`src/rtl/muldiv_seq.sv`:
```
// Multi-cycle unsigned MUL/MULHU/DIVU/REMU sequencer.
// It drives the shared pipeline ALU and uses its Result; it has no adder of its own.
module muldiv_seq #(
  parameter int XLEN = 32,
  parameter int ITER = 32
) (
  input  logic            clk,
  input  logic            reset,
  input  logic            start,
  input  logic [1:0]      op,
  input  logic [XLEN-1:0] opa,
  input  logic [XLEN-1:0] opb,
  output logic [XLEN-1:0] alu_srca,
  output logic [XLEN-1:0] alu_srcb,
  output logic [2:0]      alu_ctrl,
  input  logic [XLEN-1:0] alu_result,
  output logic            busy,
  output logic            done,
  output logic [XLEN-1:0] result
);
  localparam int CW = $clog2(ITER);

  typedef enum logic [1:0] {IDLE, RUN, DONE} state_t;

  state_t            state;
  logic [CW-1:0]     count;
  logic [1:0]        op_reg;
  logic [XLEN-1:0]   hi, lo, mcand;
  logic [XLEN-1:0]   rem, q, div;

  logic [XLEN-1:0]   t;
  logic              carry, take;
  logic [XLEN-1:0]   hi_next, lo_next, rem_next, q_next, final_val;

  assign busy = (state != IDLE);
  assign t    = {rem[XLEN-2:0], q[XLEN-1]};

  always_comb begin
    alu_srca = '0;
    alu_srcb = '0;
    alu_ctrl = 3'b000;
    if (state == RUN) begin
      if (op_reg[1]) begin
        alu_srca = t;
        alu_srcb = div;
        alu_ctrl = 3'b001;
      end else begin
        alu_srca = hi;
        alu_srcb = mcand;
      end
    end
  end

  // Shift-add step: the ALU carry-out is recovered by the unsigned wrap test.
  always_comb begin
    carry = (alu_result < hi);
    if (lo[0]) begin
      hi_next = {carry, alu_result[XLEN-1:1]};
      lo_next = {alu_result[0], lo[XLEN-1:1]};
    end else begin
      hi_next = {1'b0, hi[XLEN-1:1]};
      lo_next = {hi[0], lo[XLEN-1:1]};
    end
  end

  // Restoring step: a set rem[31] means the shifted partial remainder exceeds any divisor.
  always_comb begin
    take     = rem[XLEN-1] | (t >= div);
    rem_next = take ? alu_result : t;
    q_next   = {q[XLEN-2:0], take};
  end

  always_comb begin
    if (op_reg[1]) final_val = op_reg[0] ? rem_next : q_next;
    else           final_val = op_reg[0] ? hi_next  : lo_next;
  end

  always_ff @(posedge clk or posedge reset) begin
    if (reset) begin
      state  <= IDLE;
      count  <= '0;
      op_reg <= '0;
      hi     <= '0;
      lo     <= '0;
      mcand  <= '0;
      rem    <= '0;
      q      <= '0;
      div    <= '0;
      result <= '0;
      done   <= 1'b0;
    end else begin
      case (state)
        IDLE: begin
          done <= 1'b0;
          if (start) begin
            op_reg <= op;
            count  <= '0;
            if (op[1] && (opb == '0)) begin
              result <= op[0] ? opa : '1;
              done   <= 1'b1;
              state  <= DONE;
            end else begin
              hi    <= '0;
              lo    <= opb;
              mcand <= opa;
              rem   <= '0;
              q     <= opa;
              div   <= opb;
              state <= RUN;
            end
          end
        end
        RUN: begin
          if (op_reg[1]) begin
            rem <= rem_next;
            q   <= q_next;
          end else begin
            hi <= hi_next;
            lo <= lo_next;
          end
          count <= count + 1'b1;
          if (count == CW'(ITER - 1)) begin
            result <= final_val;
            done   <= 1'b1;
            state  <= DONE;
          end
        end
        DONE: begin
          done  <= 1'b0;
          state <= IDLE;
        end
        default: begin
          done  <= 1'b0;
          state <= IDLE;
        end
      endcase
    end
  end
endmodule
```
`config.mk`:
```
export PLATFORM = sky130hd
export DESIGN_NAME = muldiv_seq
export DESIGN_NICKNAME = d
export VERILOG_FILES = /design/src/rtl/muldiv_seq.sv
export SDC_FILE = /design/constraint.sdc
export NUM_CORES = 1
export LEC_CHECK = 0
export CAP_MARGIN = 10
export CORE_MARGIN = 2
export CORE_UTILIZATION = 50
export DETAILED_ROUTE_END_ITERATION = 8
export PLACE_DENSITY = 0.77
export SLEW_MARGIN = 10
export SYNTH_ARGS = -nofsm -noshare
export SYNTH_HDL_FRONTEND = slang
export SYNTH_SLANG_ARGS = --single-unit
```
`constraint.sdc`:
```
create_clock -name clk -period 7.6 [get_ports clk]
set_input_delay 1.52 -clock clk [delete_from_list [all_inputs] [get_ports clk]]
set_output_delay 1.52 -clock clk [all_outputs]
set_load 0.005 [all_outputs]
```
==> impl_metrics.toml <==
[logic_synthesis]
synth-xor-area-share = 0.000644
yosys.cell_types.count = 53
synth_cells = 1529
synth-async-reset-ratio = 1.00
synth_ff_type = "dfrtp_1"
synth_edf_count = 0
synth_compound_area_frac = 0.172
synthAdderAreaFrac = 0.0598
syn-cell-area_um2 = 13600
netlist_top_cells_area = "dfrtp_1 43%, mux2i_1 12%, o21ai_0 7.5%"
synth-simple-area-share = 0.140
synth_area_leader_cell = "dfrtp_1"
seq_area_frac_synth = 0.430
yosysTopAreaCellShare = 0.430
syn_area_per_cell_um2 = 8.90
synth_seq_cells = 234
yosys_warnings = 0
yosys-mux-area-fraction = 0.144
synth_top_family_by_area = "compound AO/OA/AOI/OAI gates"

[clocking]
cts_hold_buf = 0
root_buffer = "clkbuf_16"
cts_resized = 0
cts_buffers = 27
post-cts-setup-buffers = 0
cts_tree = "built"
cts.path.max_buffers = 3
htreeDepth = 1
clock-sinks = 234
clock_latency_ns = 0.54
clk_pin_slew_worst_paths_ns = 0.06

[final_layout]
post-route-util = 0.620
register_area_um2 = 5860
area_growth_pct = 22.1
multiInputGateArea_um2 = 7070
drive_gt1_frac = 0.0635
finalNonFillerCells = 2029
nets = 1835
nFillCells = 2223

[critical_path]
crit_path_cell_trace = "clkdlybuf4s50_1 > nor4_1 > nand4_1 > nor4_1 > o21a_2 > buf_4 > o21ai_2 > buf_4 > a211o_1 > o32a_1"
start_kind = "input pin"
path_class = "input pin to register"
crit_arrival_ns = 5.37
slowest_stage = "nor4_1"
slowest_delay_ns = 0.74
crit_required_ns = 8.02
crit_fanout = 65
cp-end-kind = "register"

[flow_run]
drv_cap = 0

[outcome]
status = "finished clean"

[grt]
grt_pass1_vias = 11489
grt_pass1_wl_mm = 66.4
grt_max_degree = 142
antenna_found_initial = 2
grt_overflow_total = 0
grt.total_usage = 0.297

[sta]
rsz0062_at_grt = "no"
setup_tns_ns = 0
worstMarginPinSlew_ns = 1.25
final-max-slew-violation-count = 0
post-route-min-period_ns = 4.95
finClkSkew_ns = 0.0131
hold_viol = 0
finalCritPeriodShare = 0.651
slew_headroom = 0.168
finalSetupViolations = 0
fmaxAchievable_mhz = 202

[detailed_routing]
wl_mm = 43.0
avgRoutedWirePerCell_um = 21.2
viasPerCell = 6.04
drt_iter0_markers = 1346
ant_nets = 0
drc = 0
num_vias = 12258
firstDrtPassIters = 5

[placed_design]
place_congestion = 0.936
dp_hpwl_mm = 30.3
dp.cells = 1981
port_buffers = 199

[floorplan]
initial_core_util = 0.508
core_um2 = 26800
rows = 60
dieArea_um2 = 28500
die_x_um = 169
ios = 202
die_h_um = 169

[pwr]
p_per_area_nw_per_um2 = 461
vdd_drop_max_mv = 0.333
p_leak_uw = 0.00721

[hold_path]
hp-class = "register to register"
[metal layers]
metal | track usage | share of wire | vias to the layer above | routed length (um)
li1 | - | - | 5640 | -
met1 | 0.431 | 0.44 | 5957 | 19000
met2 | 0.450 | 0.44 | 582 | 19000
met3 | 0.0587 | 0.085 | 79 | 3640
met4 | 0.0900 | 0.031 | 0 | 1330
met5 | 0 | 0 | - | 0
[cell usage after synthesis, types with 10 or more instances]
library cell,number
mux2_2,33
o22ai_1,59
nor2_1,109
a211oi_1,33
nor4_1,16
inv_1,72
nand4_1,10
o21ai_1,37
mux2i_1,159
a21oi_1,45
clkbuf_1,67
nand2_1,252
o21ai_0,205
buf_1,16
buf_2,18
nor2b_1,31
dfrtp_1,234
ha_1,65
[cells in the final DEF (no fill, tap or decap), types with 27 or more instances in the layout]
cell type / instances
a211oi_1: 33
ha_1: 65
dfrtp_1: 231
mux2_2: 33
clkbuf_16: 27
inv_1: 71
nor2b_1: 30
nor2_1: 108
mux2i_1: 159
nand2_1: 250
o22ai_1: 59
clkdlybuf4s50_1: 199
o21ai_1: 35
o21ai_0: 205
a21oi_1: 45
[layout make-up]
type / instances / share of cell area
clock buffer: 38 / 0.0474
timing repair buffer: 216 / 0.128
inverter: 72 / 0.0165
multi-input combinational: 1118 / 0.425
tap: 341 / 0.0257
antenna: 2 / 0.000301
clock inverter: 8 / 0.00346
sequential: 234 / 0.353
[cells by family (layout without fill, tap and decap cells)]
kind of cell	Yosys count	after routing
other cells	1	4
buf+inv	178	334
mux	192	192
compound gates	412	412
xor+xnor	1	1
fa+ha+maj	65	65
flops	234	234
simple gates	446	446
[report_power, final]
group | switching (uW) | internal (uW) | leakage, uW
clock | 527 | 719 | 0.000417
combinational | 2250 | 1810 | 0.00395
sequential | 545 | 1810 | 0.00285
[final timing paths]
kind | startpoint | end | slack, ns | cells after the start
worst min-delay path | rem[31]$_DFFE_PP0P_ | rem[31]$_DFFE_PP0P_ | 0.49 | 2
worst min register to register | rem[31]$_DFFE_PP0P_ | rem[31]$_DFFE_PP0P_ | 0.49 | 2
min in group asynchronous | reset | hi[6]$_DFFE_PP0P_ | 1.49 | 2
max in group asynchronous | reset | op_reg[1]$_DFFE_PP0P_ | 4.79 | 3
worst max-delay path | opb[3] | result[0]$_DFFE_PP0P_ | 2.65 | 10
worst max register to register | q[31]$_DFFE_PP0P_ | result[5]$_DFFE_PP0P_ | 3.89 | 10
[worst max-delay path, delay by kind of cell]
| family | cells | cell delay [ns] |
|---|---|---|
| AO/OA/AOI/OAI | 4 | 1.11 |
| AND/OR/NAND/NOR | 3 | 1.20 |
| buffers and inverters | 3 | 1.51 |
[metrics by stage]
| stage | setup slack (ns) | hold slack (ns) | power (uW) | cell area (um2) |
|---|---|---|---|---|
| CTS | 2.77 | 0.490 | 7610 | 16600 |
| floorplan | 3.02 | 0.443 | 4740 | 13600 |
| global placement | 2.25 | 0.471 | 6220 | 15800 |
| detailed placement | 2.21 | 0.477 | 6350 | 15800 |
| global route | 2.58 | 0.513 | 8160 | 16600 |
| finish | 2.65 | 0.486 | 7660 | 16600 |
Power figures use the tool's default switching activity.
